$ cat config.mk
export PLATFORM = sky130hd
export DESIGN_NAME = ldpc_dec_ctrl
export DESIGN_NICKNAME = d
export VERILOG_FILES = /design/src/rtl/ldpc_dec_ctrl.sv
export SDC_FILE = /design/constraint.sdc
export NUM_CORES = 1
export LEC_CHECK = 0
export BUFFER_PORTS_ARGS = -buffer_cell sky130_fd_sc_hd__buf_2
export CAP_MARGIN = 5
export CELL_PAD_IN_SITES_DETAIL_PLACEMENT = 0
export CELL_PAD_IN_SITES_GLOBAL_PLACEMENT = 1
export CORE_MARGIN = 3
export CORE_UTILIZATION = 45
export CTS_BUF_LIST = sky130_fd_sc_hd__clkbuf_2 sky130_fd_sc_hd__clkbuf_4 sky130_fd_sc_hd__clkbuf_8
export DETAILED_ROUTE_END_ITERATION = 12
export GPL_TIMING_DRIVEN = 0
export PLACE_DENSITY_LB_ADDON = 0.1
export SYNTH_ARGS = -nofsm -noshare
export SYNTH_HDL_FRONTEND = slang
export SYNTH_SLANG_ARGS = --single-unit
$ cat constraint.sdc
create_clock -name clk -period 4.4 [get_ports clk]
set_input_delay 0.44 -clock clk [delete_from_list [all_inputs] [get_ports clk]]
set_output_delay 0.44 -clock clk [all_outputs]
set_load 0.1 [all_outputs]
$ cat src/rtl/ldpc_dec_ctrl.sv
// rtl/ldpc_dec_ctrl.sv - LDPC decoder top-level sequencing FSM
// Drives one-hot phase vector and sub-cycle counter through load, CNU/VNU iterations and unload.
module ldpc_dec_ctrl #(
  parameter int CNU_GRP_R0 = 128,
  parameter int CNU_GRP_R1 = 64,
  parameter int VNU_GRP    = 256,
  parameter int LOAD_LEN   = 256,
  parameter int OUT_LEN    = 128,
  parameter int CNT_W      = 9
) (
  input  logic       clk,
  input  logic       reset,
  input  logic       start,
  input  logic       rate,
  input  logic [4:0] max_iter,
  input  logic       in_valid,
  output logic       in_ready,
  input  logic       parity_ok,
  output logic       out_valid,
  input  logic       out_ready,
  output logic [3:0] fsm,
  output logic [1:0] cycle,
  output logic [4:0] iter_cnt,
  output logic       busy,
  output logic       done,
  output logic       early_term
);

  // State encoding doubles as the one-hot phase vector, so fsm comes straight off the flops.
  typedef enum logic [3:0] {
    S_IDLE = 4'b0000,
    S_LOAD = 4'b0001,
    S_VNU  = 4'b0010,
    S_CNU  = 4'b0100,
    S_OUT  = 4'b1000
  } state_t;

  localparam logic [CNT_W-1:0] CNT_ONE     = CNT_W'(1);
  localparam logic [CNT_W-1:0] LOAD_LAST   = CNT_W'(LOAD_LEN - 1);
  localparam logic [CNT_W-1:0] OUT_LAST    = CNT_W'(OUT_LEN - 1);
  localparam logic [CNT_W-1:0] VNU_LAST    = CNT_W'(VNU_GRP - 1);
  localparam logic [CNT_W-1:0] CNU_R0_LAST = CNT_W'(CNU_GRP_R0 - 1);
  localparam logic [CNT_W-1:0] CNU_R1_LAST = CNT_W'(CNU_GRP_R1 - 1);

  state_t           state, state_nxt;
  logic [CNT_W-1:0] cnt, cnt_nxt;
  logic [CNT_W-1:0] cnu_last;
  logic [1:0]       cycle_nxt;
  logic [4:0]       iter_nxt;
  logic [4:0]       max_eff, max_eff_nxt;
  logic             rate_q, rate_nxt;
  logic             early_nxt;

  assign fsm      = state;
  assign cnu_last = rate_q ? CNU_R1_LAST : CNU_R0_LAST;

  always_comb begin
    state_nxt   = state;
    cnt_nxt     = cnt;
    cycle_nxt   = 2'd0;
    iter_nxt    = iter_cnt;
    max_eff_nxt = max_eff;
    rate_nxt    = rate_q;
    early_nxt   = early_term;
    case (state)
      S_IDLE: begin
        if (start) begin
          state_nxt   = S_LOAD;
          cnt_nxt     = '0;
          rate_nxt    = rate;
          max_eff_nxt = (max_iter == 5'd0) ? 5'd1 : max_iter;
          iter_nxt    = 5'd0;
          early_nxt   = 1'b0;
        end
      end
      // in_ready is high for every LOAD cycle, so in_valid alone marks a beat.
      S_LOAD: begin
        if (in_valid) begin
          if (cnt == LOAD_LAST) begin
            state_nxt = S_CNU;
            cnt_nxt   = '0;
          end else begin
            cnt_nxt = cnt + CNT_ONE;
          end
        end
      end
      S_CNU: begin
        cycle_nxt = cycle + 2'd1;
        if (cycle == 2'd3) begin
          if (cnt == cnu_last) begin
            state_nxt = S_VNU;
            cnt_nxt   = '0;
          end else begin
            cnt_nxt = cnt + CNT_ONE;
          end
        end
      end
      S_VNU: begin
        cycle_nxt = cycle + 2'd1;
        if (cycle == 2'd3) begin
          if (cnt == VNU_LAST) begin
            cnt_nxt  = '0;
            iter_nxt = iter_cnt + 5'd1;
            if (parity_ok) begin
              state_nxt = S_OUT;
              early_nxt = 1'b1;
            end else if (iter_nxt == max_eff) begin
              state_nxt = S_OUT;
            end else begin
              state_nxt = S_CNU;
            end
          end else begin
            cnt_nxt = cnt + CNT_ONE;
          end
        end
      end
      S_OUT: begin
        if (out_ready) begin
          if (cnt == OUT_LAST) begin
            state_nxt = S_IDLE;
            cnt_nxt   = '0;
          end else begin
            cnt_nxt = cnt + CNT_ONE;
          end
        end
      end
      default: begin
        state_nxt = S_IDLE;
        cnt_nxt   = '0;
      end
    endcase
  end

  always_ff @(posedge clk or posedge reset) begin
    if (reset) begin
      state      <= S_IDLE;
      cnt        <= '0;
      cycle      <= 2'd0;
      iter_cnt   <= 5'd0;
      max_eff    <= 5'd1;
      rate_q     <= 1'b0;
      early_term <= 1'b0;
      in_ready   <= 1'b0;
      out_valid  <= 1'b0;
      busy       <= 1'b0;
      done       <= 1'b0;
    end else begin
      state      <= state_nxt;
      cnt        <= cnt_nxt;
      cycle      <= cycle_nxt;
      iter_cnt   <= iter_nxt;
      max_eff    <= max_eff_nxt;
      rate_q     <= rate_nxt;
      early_term <= early_nxt;
      in_ready   <= (state_nxt == S_LOAD);
      out_valid  <= (state_nxt == S_OUT);
      busy       <= (state_nxt != S_IDLE);
      done       <= (state == S_OUT) && (state_nxt == S_IDLE);
    end
  end

endmodule

**After elaboration in Yosys (flattened, before gate mapping)**

Index checks and enable logic that the tools add are counted.

- Word-level logic and storage cells: 76
- Input port bits: 12
- Bits in registers: 31

- Eq/ne operators: 18
- Add/sub/neg operators: 3
- Reduce and logical (&&, ||, !) cells: 11
- Multiplexer cells: 33

Operators by type and width:

| kind | number |
|---|---|
| 9-bit two-way mux | 8 |
| 9-bit case mux with 5 select lines | 1 |
| 4-bit two-way mux | 11 |
| 5-bit two-way mux | 4 |
| 4-bit case mux with 5 select lines | 1 |
| 2-bit != test (second input constant) | 7 |
| 5-bit case mux with 2 select lines | 1 |
| 5-bit AND reduction | 2 |
| 9-bit by 1-bit adder with 9-bit output (second input constant) | 1 |
| 9-bit by 7-bit equality test with 1-bit output | 1 |
| 9-bit by 7-bit equality test with 1-bit output (second input constant) | 1 |
| 9-bit by 8-bit equality test with 1-bit output (second input constant) | 1 |
| 4-bit by 1-bit equality test with 1-bit output (second input constant) | 2 |
| 4-bit equality test (second input constant) | 2 |
| 4-bit logical NOT | 2 |
| 7-bit two-way mux | 1 |
| 5-bit by 1-bit adder with 5-bit output (second input constant) | 1 |
| 5-bit equality test | 1 |
| 5-bit logical NOT | 1 |
| 4-bit by 2-bit equality test with 1-bit output (second input constant) | 1 |
| 4-bit by 3-bit equality test with 1-bit output (second input constant) | 1 |
| 1-bit two-way mux | 4 |
| 4-bit AND reduction | 1 |
| 4-bit nonzero test | 1 |
| other kinds (8) | 8 |

**Depth between registers and ports, before layout**

- Depth after elaboration: 9
- Depth in mapped cells: 10

**Worst setup path before layout**

No wires, ideal clock.

- Path type: register -> register
- From: register iter_cnt[0]
- To: register state[2], in the netlist fsm[2]
- Required time: 4.334 ns
- Setup slack: 2.076 ns
- Stages on the path, launching flop included: 7
- Clock period less this slack: 2.324 ns
- Data arrival time: 2.259 ns
- Library setup time: 0.066 ns
- Cell sequence: dfrtp_1 > ha_1 > nor2_1 > a211o_1 > a31o_1 > a41oi_1 > a31o_1

- Word-level cells in the longest chain between the ends: 7

RTL lines:

| what | line | RTL |
|---|---|---|
| start, declared | 23 | `output logic [4:0] iter_cnt,` |
| start signal, assigned | 151 | `iter_cnt <= iter_nxt;` |
| 5-bit by 1-bit adder with 5-bit output | 103 | `iter_nxt = iter_cnt + 5'd1;` |
| 5-bit equality test | 107 | `end else if (iter_nxt == max_eff) begin` |
| 4-bit two-way mux | 107 |  |
| 4-bit two-way mux | 104 | `if (parity_ok) begin` |
| 4-bit two-way mux | 101 | `if (cnt == VNU_LAST) begin` |
| 4-bit two-way mux | 100 | `if (cycle == 2'd3) begin` |
| 4-bit case mux with 5 select lines | 65 | `case (state)` |
| net state_nxt[2] | 45 | `state_t state, state_nxt;` |
| end signal, assigned | 148 | `state <= state_nxt;` |
| end, declared | 45 |  |

The timed path passes the listed nets, and every way through them passes these cells.
A chain may end at the register's enable or synchronous reset.

**Final worst setup path**

- From: register cnt[0]
- To: register cnt[2]

- Word-level cells in the longest chain between the ends: 4

RTL lines:

| what | line | RTL |
|---|---|---|
| start, declared | 46 | `logic [CNT_W-1:0] cnt, cnt_nxt;` |
| start signal, assigned | 149 | `cnt <= cnt_nxt;` |
| 9-bit by 1-bit adder with 9-bit output, or another cell as far along | -- |  |
| 9-bit two-way mux, on equally long branches (2 in a row) | -- |  |
| 9-bit case mux with 5 select lines * | 65 |  |

Mark *: on every way between the ends. The rest lies on a longest branch, timed or not. The select of a mux whose other input is x is not followed.

==> impl_metrics.tcl <==
set metrics [dict create \
    status "finished, final reports clean" \
    rrSetupSlack_ns 1.96 \
    numPortBuffers 27 \
    grtUsageTotal_pct 17.71 \
    tns_ns 0 \
    cts_made_buffers 5 \
    pin_count 28 \
    cts.hold.buffers_added 0 \
    worst_slew_pin_slew_ns 0.7549 \
    ys_seq_area_share_pct 43.37 \
    clkSlewWorstSetupHoldPaths_ns 0.07 \
    firstDrtPassIters 4 \
    required_ns 4.62 \
    switching_power_w 0.0002062 \
    ant_nets 0 \
    cts_setup_buffers 0 \
    cts_buffer_depth 2 \
    postRouteWirelength_mm 4.144 \
    cts_root_buf "clkbuf_8" \
    crit_path_cell_trace "ha_1, and3_1, and3_1, and3_1, ha_1, nand3b_1, and3_1, buf_6, nor4b_2, a21o_1" \
    overflow 0 \
    path_buf_inv 1 \
    avgRoutedWirePerCell_um 15.58 \
    max_stage_delay_ns 0.40 \
    p_int_w 0.0004874 \
    power_frac_comb_pct 15.8 \
    p_leak_nw 0.9667 \
    power_frac_clock_pct 31.4 \
    core_region_area_um2 3744 \
    report.final.setup_viol 0 \
    slew_headroom_pct 49.62 \
    gp_congestion 0.7946 \
    clk_latency_ns 0.28 \
    fin_util_pct 56.05 \
    die_w_um 69.10 \
    timing.rr.start "cnt[0]" \
    fin_crit_sh_pct 55.45 \
    clock_sinks 31 \
    synth.net_count 199 \
    grt_max_degree 32 \
    cap_violations 0 \
    num-nets-final 234 \
    hp-class "in -> async" \
    sw_frac_of_total_pct 29.73 \
    final_max_slew_viol_count 0 \
    rows 22 \
    crit_path_frequent_cell "and3_1" \
    post-route-min-period_ns 2.440 \
    fmax_ghz 0.4099 \
    synth_ff_type "dfrtp_1" \
    die-area_um2 4775 \
    ys_types 45 \
    worstSetupStartpoint "cnt[0]" \
    htree_levels 2 \
    synthCells 182 \
    synth_edf_count 0 \
    cp_top_family "simple AND/OR/NAND/NOR gates" \
    drc 0 \
    ys_seq_elements 31 \
    seqPwrFrac_pct 52.9 \
    die_h_um 69.10 \
    end_kind "register" \
    cp_slowest_cell "dfrtp_1" \
    worstSetupPathType "reg -> reg" \
    via_count 1557 \
    crit_path_start_kind "register" \
    ys.warnings.count 0 \
    antenna_cells 0 \
    first_iter_violations 183 \
    vias_per_cell 5.853 \
    syn_area_um2 1792 \
    ir_worst_vdd_uv 219.8 \
    power.density_nw_per_um2 330.6 \
    async_flop_share_pct 100.0 \
    grt_pass1_vias 1460 \
    finClkSkew_ns 0.005857 \
    start_util_pct 47.86 \
    hpwl_mm 3.007 \
    drive_gt1_share_pct 22.94 \
    cts_tree "done" \
    rsz0062_at_grt "false" \
    cts_resized 0 \
    cp.arrival_ns 2.66 \
    hold_viol 0 \
    grt_antenna_before_repair 0 \
    area_growth_pct 17.11 \
    syn_area_per_cell_um2 9.845 \
    crit_fanout 8 \
    grt_pass1_wl_mm 6.893 \
]
synthesized netlist by cell type (4+ instances only):
| cell | number | area, um2 |
|---|---|---|
| a21oi_1 | 6 | 30.03 |
| a22o_1 | 9 | 78.83 |
| and3_1 | 7 | 43.79 |
| dfrtp_1 | 30 | 750.7 |
| ha_1 | 5 | 62.56 |
| inv_1 | 7 | 26.28 |
| mux2_1 | 5 | 56.30 |
| nand2_1 | 11 | 41.29 |
| nand3_1 | 9 | 45.04 |
| nor2_1 | 12 | 45.04 |
| nor2b_1 | 4 | 25.02 |
| nor4_1 | 5 | 31.28 |
| o21ai_0 | 11 | 55.05 |
| o21ai_1 | 12 | 60.06 |
| xnor2_1 | 6 | 52.55 |
final cells by class:
type	count	area, um2
Timing Repair Buffer	28	162.7
Inverter	7	26.28
Clock buffer	5	68.82
Sequential cell	31	777.0
Multi-Input combinational cell	138	950.9
Tap cell	48	60.06
Fill cell	364	1645
Clock inverter	3	15.01
Buffer	6	37.54
layout by cell type (no fill, tap or decap), drive strengths merged, types with 2 or more instances in the layout:
| cell type | n |
|---|---|
| nor4 | 5 |
| xnor2 | 6 |
| buf | 34 |
| or3 | 2 |
| nor2b | 4 |
| and3 | 7 |
| o21ai | 24 |
| a311oi | 2 |
| a22o | 9 |
| a21oi | 6 |
| nor4b | 3 |
| ha | 5 |
| nand3b | 2 |
| nor3 | 2 |
| dfrtp | 30 |
| clkinv | 3 |
| a31o | 3 |
| mux2 | 6 |
| nand3 | 9 |
| xor2 | 2 |
| nand2 | 11 |
| inv | 7 |
| and2 | 2 |
| a21o | 3 |
| o31ai | 3 |
| nor2 | 13 |
| clkbuf | 5 |
power by group through the flow:
stage / combinational (W) / sequential [W] / clock (W)
3_5_place_dp: 0.000107 / 0.000371 / 0
2_1_floorplan: 0.0000764 / 0.000368 / 0
6_report: 0.000109 / 0.000367 / 0.000218
5_1_grt: 0.000123 / 0.000373 / 0.000237
3_3_place_gp: 0.000103 / 0.000369 / 0
4_1_cts: 0.000108 / 0.000365 / 0.000223
registers in the layout, summed over array words and instances (netlist names):
name,cells
busy,1
cnt,9
cycle,2
done,1
early_term,1
fsm,4
in_ready,1
iter_cnt,5
max_eff,5
out_valid,1
rate_q,1
kinds of logic (layout without fill, tap and decap cells):
group	Yosys count	count (layout)	synth area share, %
adder cells (fa/ha/maj)	5	5	3.492
multiplexers	7	7	4.329
AND/OR/NAND/NOR	64	64	20.88
XOR/XNOR	8	8	3.911
buffers and inverters	13	49	3.561
flip-flops	31	31	43.37
AO/OA/AOI/OAI	54	54	20.46
routing by layer:
metal / routed length [um] / track usage [%] / up-vias
li1: - / - / 745
met1: 2003 / 24.49 / 760
met2: 1883 / 26.80 / 47
met3: 207 / 4.373 / 5
met4: 50 / 6.508 / 0
met5: 0 / 0 / -
final timing paths:
kind,cells past startpoint,to
setup / recovery,10,cnt[2]
hold / removal,2,iter_cnt[1]
setup reg to reg,10,cnt[2]
hold reg to reg,1,cycle[0]
max in group asynchronous,3,max_eff[0]
min in group clk,2,rate_q
stage by stage:
step	total power [W]	setup slack (ns)	instances	hold slack [ns]	area [um2]
3_5_place_dp	0.0004774	1.995	257	0.4467	1987
4_1_cts	0.0006955	1.970	265	0.3694	2071
3_3_place_gp	0.0004717	2.004	257	0.4371	1987
2_1_floorplan	0.0004441	2.076	182	0.4496	1792
5_1_grt	0.0007333	1.775	266	0.3373	2098
6_report	0.0006936	1.960	266	0.2875	2098
worst reg2reg max path, delay by kind of cell (launching register included):
family | cells | cell delay (ns)
compound gates | 1 | 0.11
fa+ha+maj | 2 | 0.48
buf+inv | 1 | 0.14
flops | 1 | 0.40
simple gates | 6 | 1.25
No activity file was read; power rests on OpenSTA's default activity.
